**config.mk**
```make
export PLATFORM = sky130hd
export DESIGN_NAME = btn_conditioner_flat
export DESIGN_NICKNAME = d
export VERILOG_FILES = /design/src/rtl/btn_pkg.sv /design/src/rtl/btn_conditioner_if.sv /design/src/rtl/btn_debounce_ch.sv /design/src/rtl/btn_conditioner.sv /design/src/flat_wrapper.sv
export SDC_FILE = /design/constraint.sdc
export NUM_CORES = 1
export LEC_CHECK = 0
export CORE_MARGIN = 3
export CORE_UTILIZATION = 45
export DETAILED_ROUTE_END_ITERATION = 10
export GPL_TIMING_DRIVEN = 0
export PLACE_DENSITY = 0.68
export SKIP_LAST_GASP = 1
export SLEW_MARGIN = 20
export SYNTH_ARGS = -nofsm -noshare
export SYNTH_HDL_FRONTEND = slang
export SYNTH_SLANG_ARGS = --single-unit
```
**constraint.sdc**
```tcl
create_clock -name clk_25mhz -period 2.9 [get_ports clk_25mhz]
set_input_delay 0.29 -clock clk_25mhz [delete_from_list [all_inputs] [get_ports clk_25mhz]]
set_output_delay 0.29 -clock clk_25mhz [all_outputs]
set_load 0.03 [all_outputs]
```
**src/rtl/btn_pkg.sv**
```systemverilog
// Shared constants for the ULX3S push-button conditioning path.
package btn_pkg;

  localparam int N_BTN_ULX3S   = 7;
  localparam int CLK_HZ        = 25000000;
  localparam int DEBOUNCE_10MS = CLK_HZ / 100;
  localparam int LONG_1S       = CLK_HZ;

  // Bit positions of the board buttons within btn_raw and its derived vectors.
  typedef enum int unsigned {
    BTN_PWR   = 0,
    BTN_FIRE1 = 1,
    BTN_FIRE2 = 2,
    BTN_UP    = 3,
    BTN_DOWN  = 4,
    BTN_LEFT  = 5,
    BTN_RIGHT = 6
  } btn_idx_e;

endpackage

```
**src/rtl/btn_conditioner_if.sv**
```systemverilog
// Raw button pads in, conditioned levels and event pulses out.
interface btn_conditioner_if #(
  parameter int N_BTN = 7
);

  logic [N_BTN-1:0] btn_raw;
  logic [N_BTN-1:0] btn_level;
  logic [N_BTN-1:0] btn_press;
  logic [N_BTN-1:0] btn_release;
  logic [N_BTN-1:0] btn_long;
  logic             any_press;

  // Board side: drives the pads, consumes the cleaned signals.
  modport master (
    output btn_raw,
    input  btn_level, btn_press, btn_release, btn_long, any_press
  );

  // Conditioner side.
  modport slave (
    input  btn_raw,
    output btn_level, btn_press, btn_release, btn_long, any_press
  );

endinterface

```
**src/rtl/btn_debounce_ch.sv**
```systemverilog
// One button channel: 2-FF synchroniser, debounce counter, hold counter and
// registered press/release/long-press pulses.
module btn_debounce_ch
  import btn_pkg::*;
#(
  parameter int DEBOUNCE_CYCLES = DEBOUNCE_10MS,
  parameter int LONG_CYCLES     = LONG_1S
) (
  input  logic clk_25mhz,
  input  logic reset,
  input  logic btn_raw,
  output logic btn_level,
  output logic btn_press,
  output logic btn_release,
  output logic btn_long,
  output logic press_next
);

  localparam int DW = $clog2(DEBOUNCE_CYCLES + 1);
  localparam int HW = $clog2(LONG_CYCLES + 1);

  localparam logic [DW-1:0] DCNT_LAST = DW'(DEBOUNCE_CYCLES - 1);
  localparam logic [HW-1:0] HCNT_MAX  = HW'(LONG_CYCLES);
  localparam logic [HW-1:0] HCNT_PRE  = HW'(LONG_CYCLES - 1);

  logic          sync1_q,   sync1_d;
  logic          sync2_q,   sync2_d;
  logic          level_q,   level_d;
  logic          press_q,   press_d;
  logic          release_q, release_d;
  logic          long_q,    long_d;
  logic [DW-1:0] dcnt_q,    dcnt_d;
  logic [HW-1:0] hcnt_q,    hcnt_d;
  logic          accept;

  // Next-state: sync shift, debounce acceptance, hold counting and pulses.
  always_comb begin
    sync1_d   = btn_raw;
    sync2_d   = sync1_q;
    accept    = (sync2_q != level_q) && (dcnt_q == DCNT_LAST);
    dcnt_d    = '0;
    level_d   = level_q;
    press_d   = 1'b0;
    release_d = 1'b0;
    long_d    = 1'b0;
    hcnt_d    = '0;

    if (accept) begin
      level_d   = sync2_q;
      press_d   = sync2_q;
      release_d = ~sync2_q;
    end else if (sync2_q != level_q) begin
      dcnt_d = dcnt_q + DW'(1);
    end

    // A flip always restarts the hold count; the long pulse is tied to the
    // single PRE->MAX step so saturation cannot retrigger it.
    if (!accept && level_q) begin
      hcnt_d = (hcnt_q == HCNT_MAX) ? hcnt_q : hcnt_q + HW'(1);
      long_d = (hcnt_q == HCNT_PRE);
    end
  end

  // State register with synchronous active-high reset.
  always_ff @(posedge clk_25mhz) begin
    if (reset) begin
      sync1_q   <= 1'b0;
      sync2_q   <= 1'b0;
      level_q   <= 1'b0;
      press_q   <= 1'b0;
      release_q <= 1'b0;
      long_q    <= 1'b0;
      dcnt_q    <= '0;
      hcnt_q    <= '0;
    end else begin
      sync1_q   <= sync1_d;
      sync2_q   <= sync2_d;
      level_q   <= level_d;
      press_q   <= press_d;
      release_q <= release_d;
      long_q    <= long_d;
      dcnt_q    <= dcnt_d;
      hcnt_q    <= hcnt_d;
    end
  end

  assign btn_level   = level_q;
  assign btn_press   = press_q;
  assign btn_release = release_q;
  assign btn_long    = long_q;
  assign press_next  = press_d;

endmodule

```
**src/rtl/btn_conditioner.sv**
```systemverilog
// N_BTN independent button channels plus a registered any-press summary.
module btn_conditioner
  import btn_pkg::*;
#(
  parameter int N_BTN           = N_BTN_ULX3S,
  parameter int DEBOUNCE_CYCLES = DEBOUNCE_10MS,
  parameter int LONG_CYCLES     = LONG_1S
) (
  input  logic               clk_25mhz,
  input  logic               reset,
  btn_conditioner_if.slave   bus
);

  logic [N_BTN-1:0] level_w;
  logic [N_BTN-1:0] press_w;
  logic [N_BTN-1:0] release_w;
  logic [N_BTN-1:0] long_w;
  logic [N_BTN-1:0] press_next_w;
  logic             any_press_q, any_press_d;

  for (genvar i = 0; i < N_BTN; i++) begin : g_ch
    btn_debounce_ch #(
      .DEBOUNCE_CYCLES (DEBOUNCE_CYCLES),
      .LONG_CYCLES     (LONG_CYCLES)
    ) u_ch (
      .clk_25mhz   (clk_25mhz),
      .reset       (reset),
      .btn_raw     (bus.btn_raw[i]),
      .btn_level   (level_w[i]),
      .btn_press   (press_w[i]),
      .btn_release (release_w[i]),
      .btn_long    (long_w[i]),
      .press_next  (press_next_w[i])
    );
  end

  // OR of the channels' next press pulses, so any_press lines up with btn_press.
  always_comb begin
    any_press_d = |press_next_w;
  end

  // any_press register.
  always_ff @(posedge clk_25mhz) begin
    if (reset) begin
      any_press_q <= 1'b0;
    end else begin
      any_press_q <= any_press_d;
    end
  end

  assign bus.btn_level   = level_w;
  assign bus.btn_press   = press_w;
  assign bus.btn_release = release_w;
  assign bus.btn_long    = long_w;
  assign bus.any_press   = any_press_q;

endmodule

```
**src/flat_wrapper.sv**
```systemverilog
// flat-port wrapper written by rule: the top's interface ports become plain ports
module btn_conditioner_flat import btn_pkg::*;
#(
  parameter int N_BTN           = N_BTN_ULX3S,
  parameter int DEBOUNCE_CYCLES = DEBOUNCE_10MS,
  parameter int LONG_CYCLES     = LONG_1S
)
  (clk_25mhz, reset, bus_btn_raw, bus_btn_level, bus_btn_press, bus_btn_release, bus_btn_long, bus_any_press);
  btn_conditioner_if #(.N_BTN(N_BTN)) bus_i ();
  input  logic clk_25mhz;
  input  logic reset;
  input wire logic [$bits(bus_i.btn_raw)-1:0] bus_btn_raw;
  output wire logic [$bits(bus_i.btn_level)-1:0] bus_btn_level;
  output wire logic [$bits(bus_i.btn_press)-1:0] bus_btn_press;
  output wire logic [$bits(bus_i.btn_release)-1:0] bus_btn_release;
  output wire logic [$bits(bus_i.btn_long)-1:0] bus_btn_long;
  output wire logic [$bits(bus_i.any_press)-1:0] bus_any_press;
  assign bus_i.btn_raw = bus_btn_raw;
  assign bus_btn_level = bus_i.btn_level;
  assign bus_btn_press = bus_i.btn_press;
  assign bus_btn_release = bus_i.btn_release;
  assign bus_btn_long = bus_i.btn_long;
  assign bus_any_press = bus_i.any_press;
  btn_conditioner #(.N_BTN(N_BTN), .DEBOUNCE_CYCLES(DEBOUNCE_CYCLES), .LONG_CYCLES(LONG_CYCLES)) u_core (.clk_25mhz(clk_25mhz), .reset(reset), .bus(bus_i));
endmodule
```
==> run_results.csv <==
group,metric,value,unit
status,status,"finished, final reports clean",
detailed_routing,wl_per_cell,12.6,µm
grt,grt_antenna_before_repair,0,
floorplanning,initial_core_util,46.1,%
grt,grt_start_max_net_pins,14,
final_layout,utilization,52.6,%
pwr,powerDensity,545,mW/mm²
setup_path,crit_arrival,2860,ps
clocking,ctsResizeCount,0,
floorplanning,die_y,190,µm
grt,grt_pass1_vias,11200,
clocking,tritoncts,"yes",
pwr,p_leak,5.40,nW
final_layout,final_common_cell,"nor2_1",
final_layout,drive_gt1_share,6.74,%
timing,hold_slack,328,ps
final_layout,multiInputGateArea,0.00770,mm²
floorplanning,core,0.0329,mm²
setup_path,crit_family,"buffers and inverters",
logic_synthesis,synth-edff-count,0,
setup_path,crit_fanout,10,
clocking,clkLatencyLatePin,520,ps
timing,rsz0062_at_grt,"false",
setup_path,cp_slowest_stage_delay,810,ps
setup_path,crit_chain,"clkdlybuf4s50_1, clkbuf_1, nor2b_1, o21ai_1, clkbuf_1, nor2_1",
logic_synthesis,avgSynthCellArea,8.75,µm²
logic_synthesis,synth_cell_types,52,
placed_design,io_buffers,37,
detailed_routing,via_per_inst,5.09,
logic_synthesis,synthesis.area,0.0152,mm²
pwr,switchingPower,1.93,mW
clocking,cts.sinks,344,
detailed_routing,antenna_left,0,
final_layout,finalNonFillerCells,2283,
detailed_routing,firstDrtPassIters,5,
grt,grt-ovfl-total,0,
grt,track_usage,16.0,%
pwr,netSwitchingFraction,20.4,%
placed_design,gp_congestion,0.844,
logic_synthesis,async_reset_ff_share,0,%
final_layout,n_fill_cell,3002,
floorplanning,rows,66,
run,drv_cap,0,
clocking,clkTransAtPathRegs,60,ps
clocking,clk_path_buf_depth,3,
clocking,holdBufCountCts,0,
setup_path,path_buf_inv,3,
placed_design,hpwl,19.8,mm
final_layout,final_cell_mix,"348 x nor2_1, 344 x dfxtp_1, 151 x xnor2_1, 127 x nand3_1, 124 x xor2_1",
detailed_routing,drcViolationCount,0,
floorplanning,die_w,190,µm
floorplanning,die-area,0.0360,mm²
setup_path,worstSetupStartpointType,"input pin",
final_layout,synthToLayoutAreaGrowth,14.0,%
clocking,cts_buffers,39,
logic_synthesis,synth_nets,1767,
pwr,p_int,7.52,mW
floorplanning,ioPinCount,38,
timing,final_max_slew_viol_count,0,
timing,setup_viol,0,
setup_path,criticalPathCategory,"in -> reg",
setup_path,cp_slowest_cell,"clkdlybuf4s50_1",
logic_synthesis,synth_warnings,0,
pwr,clock_power_share,49.1,%
pwr,p_seq_share,50.2,%
detailed_routing,drt_wl_total,28.7,mm
pwr,finalPower,9.45,mW
detailed_routing,vias,11600,
setup_path,cp.required,3280,ps
placed_design,place_inst,2216,
grt,grt_pass1_wl,50.5,mm
final_layout,nets,1845,
worst_hold_path,hold_path.class,"in -> reg",
timing,tightest_slew,927,ps
setup_path,end_kind,"flip-flop",
clocking,htree_levels,2,
logic_synthesis,ys.flop_type,"dfxtp_1",
setup_path,cp_common_cell,"clkbuf_1",
final_layout,register_area,0.00689,mm²
timing,clock.fmax,0.404,GHz
pwr,power_frac_comb,0.6,%
clocking,post_cts_buffers,0,
timing,clock_skew,22.0,ps
timing,min_period,2480,ps
timing,slew_headroom,37.7,%
logic_synthesis,synthCells,1737,
timing,min_period_over_period,85.4,%
logic_synthesis,ys_seq_elements,344,
timing,hold_viol,0,
final_layout,n_antenna_cell,0,
pwr,ir_drop,477,µV
detailed_routing,drt_iter0_markers,511,
clocking,cts_root_buf,"clkbuf_16",
logic_synthesis,yosysSeqAreaShare,45.3,%
per-layer routing:
| layer | global-route usage [%] | part of all wire (%) | up-vias |
|---|---|---|---|
| met1 | 21.5 | 48 | 5386 |
| met5 | 0 | 0 | - |
| met4 | 4.61 | 2.3 | 0 |
| met2 | 27.0 | 45 | 166 |
| li1 | - | - | 6021 |
| met3 | 2.41 | 3.9 | 53 |
cell type report:
| class | instances | share of cell area, % |
|---|---|---|
| multi-input combinational | 1273 | 44.4 |
| clock buffer | 54 | 6.42 |
| buffer | 72 | 2.48 |
| tap | 442 | 3.19 |
| sequential | 344 | 39.7 |
| timing repair buffer | 37 | 2.14 |
| clock inverter | 13 | 0.570 |
| inverter | 48 | 1.04 |
sequential cells by signal, summed over array words and instances (netlist names):
name,count
u_core.g_ch.u_ch.sync2_q,7
u_core.g_ch.u_ch.btn_long,7
u_core.bus.any_press,1
u_core.g_ch.u_ch.btn_level,7
u_core.g_ch.u_ch.btn_press,7
u_core.g_ch.u_ch.dcnt_q,126
u_core.g_ch.u_ch.sync1_q,7
u_core.g_ch.u_ch.btn_release,7
u_core.g_ch.u_ch.hcnt_q,175
path summary, 6_finish.rpt:
kind	slack [ps]	depth (start not counted)	startpoint	endpoint
worst max register to register	460	7	u_core.g_ch[0].u_ch.dcnt_q[0]	u_core.g_ch[0].u_ch.hcnt_q[22]
worst max-delay path	420	6	reset	u_core.g_ch[0].u_ch.hcnt_q[22]
worst min-delay path	330	2	bus_btn_raw[3]	u_core.g_ch[3].u_ch.sync1_q
worst min register to register	430	1	u_core.g_ch[3].u_ch.sync1_q	u_core.g_ch[3].u_ch.sync2_q
power groups by stage:
stage | clock [mW] | combinational [mW] | sequential, mW
floorplan | 0 | 0.0327 | 4.85
CTS | 4.78 | 0.0613 | 4.75
detailed placement | 0 | 0.0608 | 4.85
global placement | 0 | 0.0604 | 4.85
global route | 4.95 | 0.0672 | 4.75
finish | 4.64 | 0.0607 | 4.75
per-stage QoR:
step | cell area, µm² | worst slack [ps] | setup TNS, ps
3_5_place_dp | 16100 | -120 | -3220
4_1_cts | 17300 | 411 | 0
2_1_floorplan | 15200 | 832 | 0
5_1_grt | 17300 | 173 | 0
6_report | 17300 | 423 | 0
3_3_place_gp | 16100 | -45.0 | -1220
cells in the mapped netlist (all sizes together) (13+ instances only):
cell	number	share of area (%)
inv	48	1.2
nor2	348	8.6
nor3	53	1.8
nand4	69	2.9
nand2b	13	0.54
dfxtp	344	45
nor4b	14	0.85
buf	43	2.1
clkbuf	29	0.72
nand3	127	4.2
and4	27	1.6
and3	44	1.8
nor2b	24	0.99
nand2	101	2.5
xor2	124	7.1
ha	21	1.7
nor4	55	2.3
xnor2	151	8.7
cell families after synthesis:
logic type | Yosys count | share of synthesized area, %
AOI/OAI and AO/OA | 27 | 0.972
xor gates and xnor gates | 275 | 15.9
adders and majority gates | 21 | 1.73
buffers and inverters | 120 | 4.01
DFF | 344 | 45.3
muxes | 7 | 0.461
and+or+nand+nor | 943 | 31.7
worst reg2reg max path, cell delays in order (launching register included):
cell and delay (ps):
dfxtp_1 390, ha_1 200, and3_1 230, and4_1 240, nand2_1 110, o21ai_1 620, clkbuf_1 420, nor2_1 100
No activity file was read; power rests on OpenSTA's default activity.
